<file path="src/rtl/pipeline_adder_arbiter_pkg.sv">
// Shared sizing helpers, result-entry layout and round-robin pointer arithmetic
// for the pipelined-adder arbiter.
package pipeline_adder_arbiter_pkg;

  function automatic int calc_idw(input int num_req);
    return (num_req > 1) ? $clog2(num_req) : 1;
  endfunction

  function automatic int rsp_width(input int idw, input int dwidth);
    return idw + 1 + dwidth;
  endfunction

  // Next round-robin start position: one past the winner, wrapping at num_req.
  function automatic int unsigned rr_next(input int unsigned idx, input int unsigned num_req);
    return ((idx + 32'd1) >= num_req) ? 32'd0 : (idx + 32'd1);
  endfunction

  // Result entry layout at the default configuration (NUM_REQ=4, DWIDTH=8).
  typedef struct packed {
    logic [1:0] id;
    logic       carry;
    logic [7:0] sum;
  } rsp_entry_t;

endpackage

</file>
<file path="src/rtl/pipeline_adder_arbiter_sync_fifo.sv">
// Synchronous FIFO with registered storage; first pushed word is visible one
// cycle after the push. Push when full and pop when empty are ignored.
module sync_fifo #(
  parameter int WIDTH = 8,
  parameter int DEPTH = 4
) (
  input  logic                       clk,
  input  logic                       rst,
  input  logic                       i_push,
  input  logic                       i_pop,
  input  logic [WIDTH-1:0]           i_wdata,
  output logic [WIDTH-1:0]           o_rdata,
  output logic                       o_full,
  output logic                       o_empty,
  output logic [$clog2(DEPTH):0]     o_count
);
  localparam int AW = $clog2(DEPTH);

  logic [WIDTH-1:0] r_mem [DEPTH];
  logic [AW-1:0]    r_wr_ptr;
  logic [AW-1:0]    r_rd_ptr;
  logic [AW:0]      r_count;
  logic             w_push;
  logic             w_pop;

  assign o_full  = (r_count == (AW+1)'(DEPTH));
  assign o_empty = (r_count == '0);
  assign o_count = r_count;
  assign o_rdata = r_mem[r_rd_ptr];
  assign w_push  = i_push & ~o_full;
  assign w_pop   = i_pop & ~o_empty;

  // Storage, pointers and occupancy.
  always_ff @(posedge clk) begin
    if (rst) begin
      r_wr_ptr <= '0;
      r_rd_ptr <= '0;
      r_count  <= '0;
    end else begin
      if (w_push) begin
        r_mem[r_wr_ptr] <= i_wdata;
        r_wr_ptr        <= r_wr_ptr + AW'(1);
      end
      if (w_pop) begin
        r_rd_ptr <= r_rd_ptr + AW'(1);
      end
      case ({w_push, w_pop})
        2'b10:   r_count <= r_count + (AW+1)'(1);
        2'b01:   r_count <= r_count - (AW+1)'(1);
        default: r_count <= r_count;
      endcase
    end
  end

endmodule

</file>
<file path="src/rtl/pipeline_adder_arbiter.sv">
// Round-robin sharing of one fixed-latency pipelined adder among NUM_REQ requesters;
// results return tagged with the requester index, in issue order, via a credit-guarded FIFO.
module pipeline_adder_arbiter
  import pipeline_adder_arbiter_pkg::*;
#(
  parameter int NUM_REQ    = 4,
  parameter int DWIDTH     = 8,
  parameter int LATENCY    = 2,
  parameter int FIFO_DEPTH = 4
) (
  input  logic                          clk,
  input  logic                          rst,
  input  logic [NUM_REQ-1:0]            req_valid,
  output logic [NUM_REQ-1:0]            req_ready,
  input  logic [NUM_REQ*DWIDTH-1:0]     req_in1,
  input  logic [NUM_REQ*DWIDTH-1:0]     req_in2,
  output logic [DWIDTH-1:0]             add_in1,
  output logic [DWIDTH-1:0]             add_in2,
  output logic                          add_ivalid,
  input  logic [DWIDTH-1:0]             add_sum,
  input  logic                          add_carry,
  input  logic                          add_ovalid,
  output logic                          rsp_valid,
  input  logic                          rsp_ready,
  output logic [calc_idw(NUM_REQ)-1:0]  rsp_id,
  output logic [DWIDTH-1:0]             rsp_sum,
  output logic                          rsp_carry,
  output logic                          err_align
);
  localparam int IDW = calc_idw(NUM_REQ);
  localparam int RW  = rsp_width(IDW, DWIDTH);
  localparam int FCW = $clog2(FIFO_DEPTH) + 1;
  localparam int CW  = $clog2(FIFO_DEPTH + LATENCY + 2) + 1;

  logic [IDW-1:0]             r_ptr;
  logic [CW-1:0]              r_inflight;
  logic [LATENCY:0]           r_tag_v;
  logic [LATENCY:0][IDW-1:0]  r_tag_id;
  logic [IDW-1:0]             w_gnt_idx;
  logic [IDW-1:0]             w_cand;
  logic                       w_any;
  logic                       w_found;
  logic                       w_credit_ok;
  logic [CW-1:0]              w_outstanding;
  logic                       w_push;
  logic                       w_pop;
  logic                       w_full;
  logic                       w_empty;
  logic [FCW-1:0]             w_fifo_count;
  logic [RW-1:0]              w_fifo_wdata;
  logic [RW-1:0]              w_fifo_rdata;

  // Same-cycle pops are deliberately not credited, keeping the check off the consumer path.
  assign w_outstanding = r_inflight + CW'(w_fifo_count);
  assign w_credit_ok   = !rst && !w_full && (w_outstanding < CW'(FIFO_DEPTH));

  // Round-robin search starting at r_ptr; first valid requester wins.
  always_comb begin
    w_any     = 1'b0;
    w_gnt_idx = r_ptr;
    w_cand    = r_ptr;
    for (int k = 0; k < NUM_REQ; k++) begin
      w_cand    = IDW'((int'(r_ptr) + k) % NUM_REQ);
      w_gnt_idx = (!w_any && req_valid[w_cand]) ? w_cand : w_gnt_idx;
      w_any     = w_any | req_valid[w_cand];
    end
  end

  assign w_found   = w_any & w_credit_ok;
  assign req_ready = w_found ? (NUM_REQ'(1) << w_gnt_idx) : '0;

  // Issue stage towards the adder plus round-robin pointer update.
  always_ff @(posedge clk) begin
    if (rst) begin
      add_in1    <= '0;
      add_in2    <= '0;
      add_ivalid <= 1'b0;
      r_ptr      <= '0;
    end else if (w_found) begin
      add_in1    <= req_in1[w_gnt_idx*DWIDTH +: DWIDTH];
      add_in2    <= req_in2[w_gnt_idx*DWIDTH +: DWIDTH];
      add_ivalid <= 1'b1;
      r_ptr      <= IDW'(rr_next(32'(w_gnt_idx), 32'(NUM_REQ)));
    end else begin
      add_ivalid <= 1'b0;
    end
  end

  // Tag shift register: entry LATENCY lines up with the adder's ovalid.
  always_ff @(posedge clk) begin
    if (rst) begin
      r_tag_v  <= '0;
      r_tag_id <= '0;
    end else begin
      r_tag_v     <= {r_tag_v[LATENCY-1:0], w_found};
      r_tag_id[0] <= w_gnt_idx;
      for (int k = 1; k <= LATENCY; k++) begin
        r_tag_id[k] <= r_tag_id[k-1];
      end
    end
  end

  // In-flight count: one per valid tag still inside the adder pipe.
  always_ff @(posedge clk) begin
    if (rst) begin
      r_inflight <= '0;
    end else begin
      case ({w_found, r_tag_v[LATENCY]})
        2'b10:   r_inflight <= r_inflight + CW'(1);
        2'b01:   r_inflight <= r_inflight - CW'(1);
        default: r_inflight <= r_inflight;
      endcase
    end
  end

  // Sticky alignment error; an untagged ovalid is flagged and never pushed.
  always_ff @(posedge clk) begin
    if (rst) begin
      err_align <= 1'b0;
    end else if (add_ovalid != r_tag_v[LATENCY]) begin
      err_align <= 1'b1;
    end else begin
      err_align <= err_align;
    end
  end

  assign w_push       = add_ovalid & r_tag_v[LATENCY];
  assign w_pop        = rsp_valid & rsp_ready;
  assign w_fifo_wdata = {r_tag_id[LATENCY], add_carry, add_sum};

  sync_fifo #(
    .WIDTH (RW),
    .DEPTH (FIFO_DEPTH)
  ) u_rsp_fifo (
    .clk     (clk),
    .rst     (rst),
    .i_push  (w_push),
    .i_pop   (w_pop),
    .i_wdata (w_fifo_wdata),
    .o_rdata (w_fifo_rdata),
    .o_full  (w_full),
    .o_empty (w_empty),
    .o_count (w_fifo_count)
  );

  assign rsp_valid = ~w_empty;
  assign rsp_id    = w_fifo_rdata[RW-1 -: IDW];
  assign rsp_carry = w_fifo_rdata[DWIDTH];
  assign rsp_sum   = w_fifo_rdata[DWIDTH-1:0];

endmodule

</file>
<file path="config.mk">
export PLATFORM = sky130hd
export DESIGN_NAME = pipeline_adder_arbiter
export DESIGN_NICKNAME = d
export VERILOG_FILES = /design/src/rtl/pipeline_adder_arbiter_pkg.sv /design/src/rtl/pipeline_adder_arbiter_sync_fifo.sv /design/src/rtl/pipeline_adder_arbiter.sv
export SDC_FILE = /design/constraint.sdc
export NUM_CORES = 1
export LEC_CHECK = 0
export ABC_CLOCK_PERIOD_IN_PS = 3300
export CAP_MARGIN = 20
export CORE_ASPECT_RATIO = 2
export CORE_MARGIN = 10
export CORE_UTILIZATION = 40
export DETAILED_ROUTE_END_ITERATION = 7
export PLACE_DENSITY = 0.8
export SKIP_CTS_REPAIR_TIMING = 1
export SLEW_MARGIN = 20
export SYNTH_ARGS = -nofsm -noshare
export SYNTH_HDL_FRONTEND = slang
export SYNTH_SLANG_ARGS = --single-unit
</file>
<file path="constraint.sdc">
create_clock -name clk -period 3.3 [get_ports clk]
set_input_delay 0.66 -clock clk [delete_from_list [all_inputs] [get_ports clk]]
set_output_delay 0.66 -clock clk [all_outputs]
set_load 0.02 [all_outputs]
</file>
==> flow_metrics.env <==
export IMPL_rows=51
export IMPL_die_height_um=160.2
export IMPL_grt_pass1_vias=3113
export IMPL_status="completed"
export IMPL_synth_fp_nets=376
export IMPL_routed_via_count=2731
export IMPL_relSlewSlack_pct=61.36
export IMPL_fill_cells=828
export IMPL_final_hold_viol_count=0
export IMPL_synth_seq_cells=85
export IMPL_setup_violations=0
export IMPL_fin_ws_ns=0.1588
export IMPL_worstPathRequired_ns=2.64
export IMPL_cp_start_kind="input pin"
export IMPL_setup_tns_ns=0
export IMPL_antenna_found_initial=0
export IMPL_synth_edf_count=44
export IMPL_grt_max_degree=41
export IMPL_die_x_um=90.09
export IMPL_skew_ns=0.005190
export IMPL_r2r_slack_ns=0.52
export IMPL_yosys_most_used_dff="edfxtp_1"
export IMPL_drive_gt1_share_pct=16.10
export IMPL_synth_cell_types=42
export IMPL_hp_start="r_tag_id[0]"
export IMPL_max_vdd_ir_drop_v=0.0003035
export IMPL_drt_total_wl_mm=9.265
export IMPL_ant_nets=0
export IMPL_critPathMaxFanout=5
export IMPL_final_area_mm2=0.005589
export IMPL_clockBufferDepth=2
export IMPL_routedWlPerCell_um=17.09
export IMPL_overflow=0
export IMPL_period_share_pct=95.19
export IMPL_root_buffer="clkbuf_16"
export IMPL_crit_type="in -> out"
export IMPL_htreeDepth=3
export IMPL_syn_area_mm2=0.003930
export IMPL_total_power_mw=3.027
export IMPL_viasPerCell=5.039
export IMPL_drt_initial_drc_count=79
export IMPL_power_density_mw_per_mm2=541.5
export IMPL_r2r_start="r_inflight[1]"
export IMPL_synthCells=278
export IMPL_hold_depth=1
export IMPL_areaGrowthSynthToFinish_pct=42.22
export IMPL_worstPathArrival_ns=2.48
export IMPL_dieArea_mm2=0.01443
export IMPL_dpl_hpwl_mm=7.495
export IMPL_yosysWarnings=0
export IMPL_first_pass_iters=4
export IMPL_coreArea_mm2=0.009699
export IMPL_cts_clk_slew_worst_paths_ns=0.06
export IMPL_nNetsFinal=503
export IMPL_final_max_slew_violation_count=0
export IMPL_place_gp_congestion=0.7744
export IMPL_rsz0062_at_grt="no"
export IMPL_min_to="r_tag_id[2]"
export IMPL_place_ws_ns=-0.2930
export IMPL_timing_hold_ws_ns=0.4389
export IMPL_cts_sinks=85
export IMPL_leakagePower_nw=2.254
export IMPL_initial_core_util_pct=40.52
export IMPL_grt_pass1_wl_mm=15.35
export IMPL_cts_buffers=9
export IMPL_n_antenna_cell=0
export IMPL_syn_area_per_cell_um2=14.14
export IMPL_ios=115
export IMPL_place_area_mm2=0.005271
export IMPL_port_buffers=114
export IMPL_insertion_delay_ns=0.33
export IMPL_tritoncts="done"
export IMPL_worstSetupEndpointType="output pin"
export IMPL_fmax_mhz=318.3
export IMPL_layout_commonest_cell="clkdlybuf4s50_1"
export IMPL_hold_class="reg -> reg"
export IMPL_yosysSeqAreaShare_pct=54.50
export IMPL_async_reset_ff_share_pct=0
export IMPL_drc_errors=0
export IMPL_layout_common_cells="110 x clkdlybuf4s50_1, 44 x edfxtp_1, 41 x dfxtp_1"
export IMPL_worstReg2RegEnd="r_inflight[2]"
export IMPL_cap_viol_max_count=0
export IMPL_min_period_ns=3.141
export IMPL_grtUsageTotal_pct=13.14
export IMPL_tightestPinTransition_ns=0.5796
export IMPL_rr_worst_depth=12
## worst max-delay path: stages
cell             delay (ns)
clkdlybuf4s50_1        0.52
and3b_1                0.21
a2111oi_2              0.26
or2_4                  0.23
inv_2                  0.06
ha_1                   0.19
and2_1                 0.14
dlymetal6s2s_1         0.21
## where the power goes
part           internal [mW]  switching (mW)  leakage (nW)  total (mW)
logic                  0.429           0.338          1.37       0.767
registers               1.19          0.0521         0.731        1.24
clock network          0.598           0.421         0.149        1.02
## per-layer routing
metal | vias to the layer above | part of all wire (%) | track usage, %
li1 | 1292 | - | -
met1 | 1312 | 31 | 11.21
met2 | 114 | 55 | 24.20
met3 | 13 | 12 | 7.371
met4 | 0 | 1.7 | 5.313
met5 | - | 0 | 0
## cell families (layout without fill, tap and decap cells)
group	after synthesis	in the layout	share of synthesized area, %
flip-flops	85	85	54.51
AO/OA/AOI/OAI	37	37	6.940
XOR/XNOR	9	9	2.006
adder cells (fa/ha/maj)	17	17	5.603
AND/OR/NAND/NOR	78	78	12.26
multiplexers	29	29	15.66
buffers and inverters	23	155	3.024
## area by class of cell
type	instances	area, um^2	area share (%)
Multi-Input combinational cell	170	1672	29.91
Timing Repair Buffer	130	1271	22.74
Inverter	9	33.78	0.6044
Tap cell	132	165.2	2.955
Sequential cell	85	2142	38.33
Clock buffer	9	225.2	4.030
Clock inverter	7	80.08	1.433
## registers in the layout (all words and copies together) (netlist names), named ones only
name / cells
add_in1: 8
r_tag_id: 6
r_inflight: 4
u_rsp_fifo.r_mem: 44
u_rsp_fifo.o_count: 3
r_ptr: 2
add_in2: 8
u_rsp_fifo.r_rd_ptr: 2
r_tag_v: 3
err_align: 1
u_rsp_fifo.r_wr_ptr: 2
## worst max-delay path by stage
| stage | cells past startpoint | to | from |
|---|---|---|---|
| 3_5_place_dp | 8 | req_ready[0] | req_valid[3] |
| 2_1_floorplan | 12 | r_inflight[2] | r_inflight[2] |
| 5_1_grt | 8 | req_ready[0] | req_valid[3] |
| 6_report | 8 | req_ready[0] | req_valid[3] |
| 4_1_cts | 8 | req_ready[0] | req_valid[3] |
| 3_3_place_gp | 8 | req_ready[0] | req_valid[3] |
## stage by stage
stage	utilization, %	instances
after CTS	57.49	542
final	57.62	542
after global placement	54.35	526
after global routing	57.62	542
after floorplan	-	278
after detailed placement	54.35	526
## cell usage after synthesis (4+ instances only)
| library cell | instances | area share (%) |
|---|---|---|
| a21o_1 | 15 | 2.9 |
| a21oi_1 | 7 | 0.89 |
| and2_1 | 11 | 1.8 |
| and3b_1 | 16 | 3.6 |
| buf_6 | 4 | 1.1 |
| clkbuf_1 | 8 | 0.76 |
| dfxtp_1 | 41 | 21 |
| edfxtp_1 | 44 | 34 |
| ha_1 | 16 | 5.1 |
| inv_1 | 8 | 0.76 |
| mux4_2 | 26 | 15 |
| nand2_1 | 7 | 0.67 |
| nor2_1 | 18 | 1.7 |
| nor2b_1 | 10 | 1.6 |
| or3_1 | 4 | 0.64 |
| xor2_1 | 6 | 1.3 |
Power figures use the tool's default switching activity.
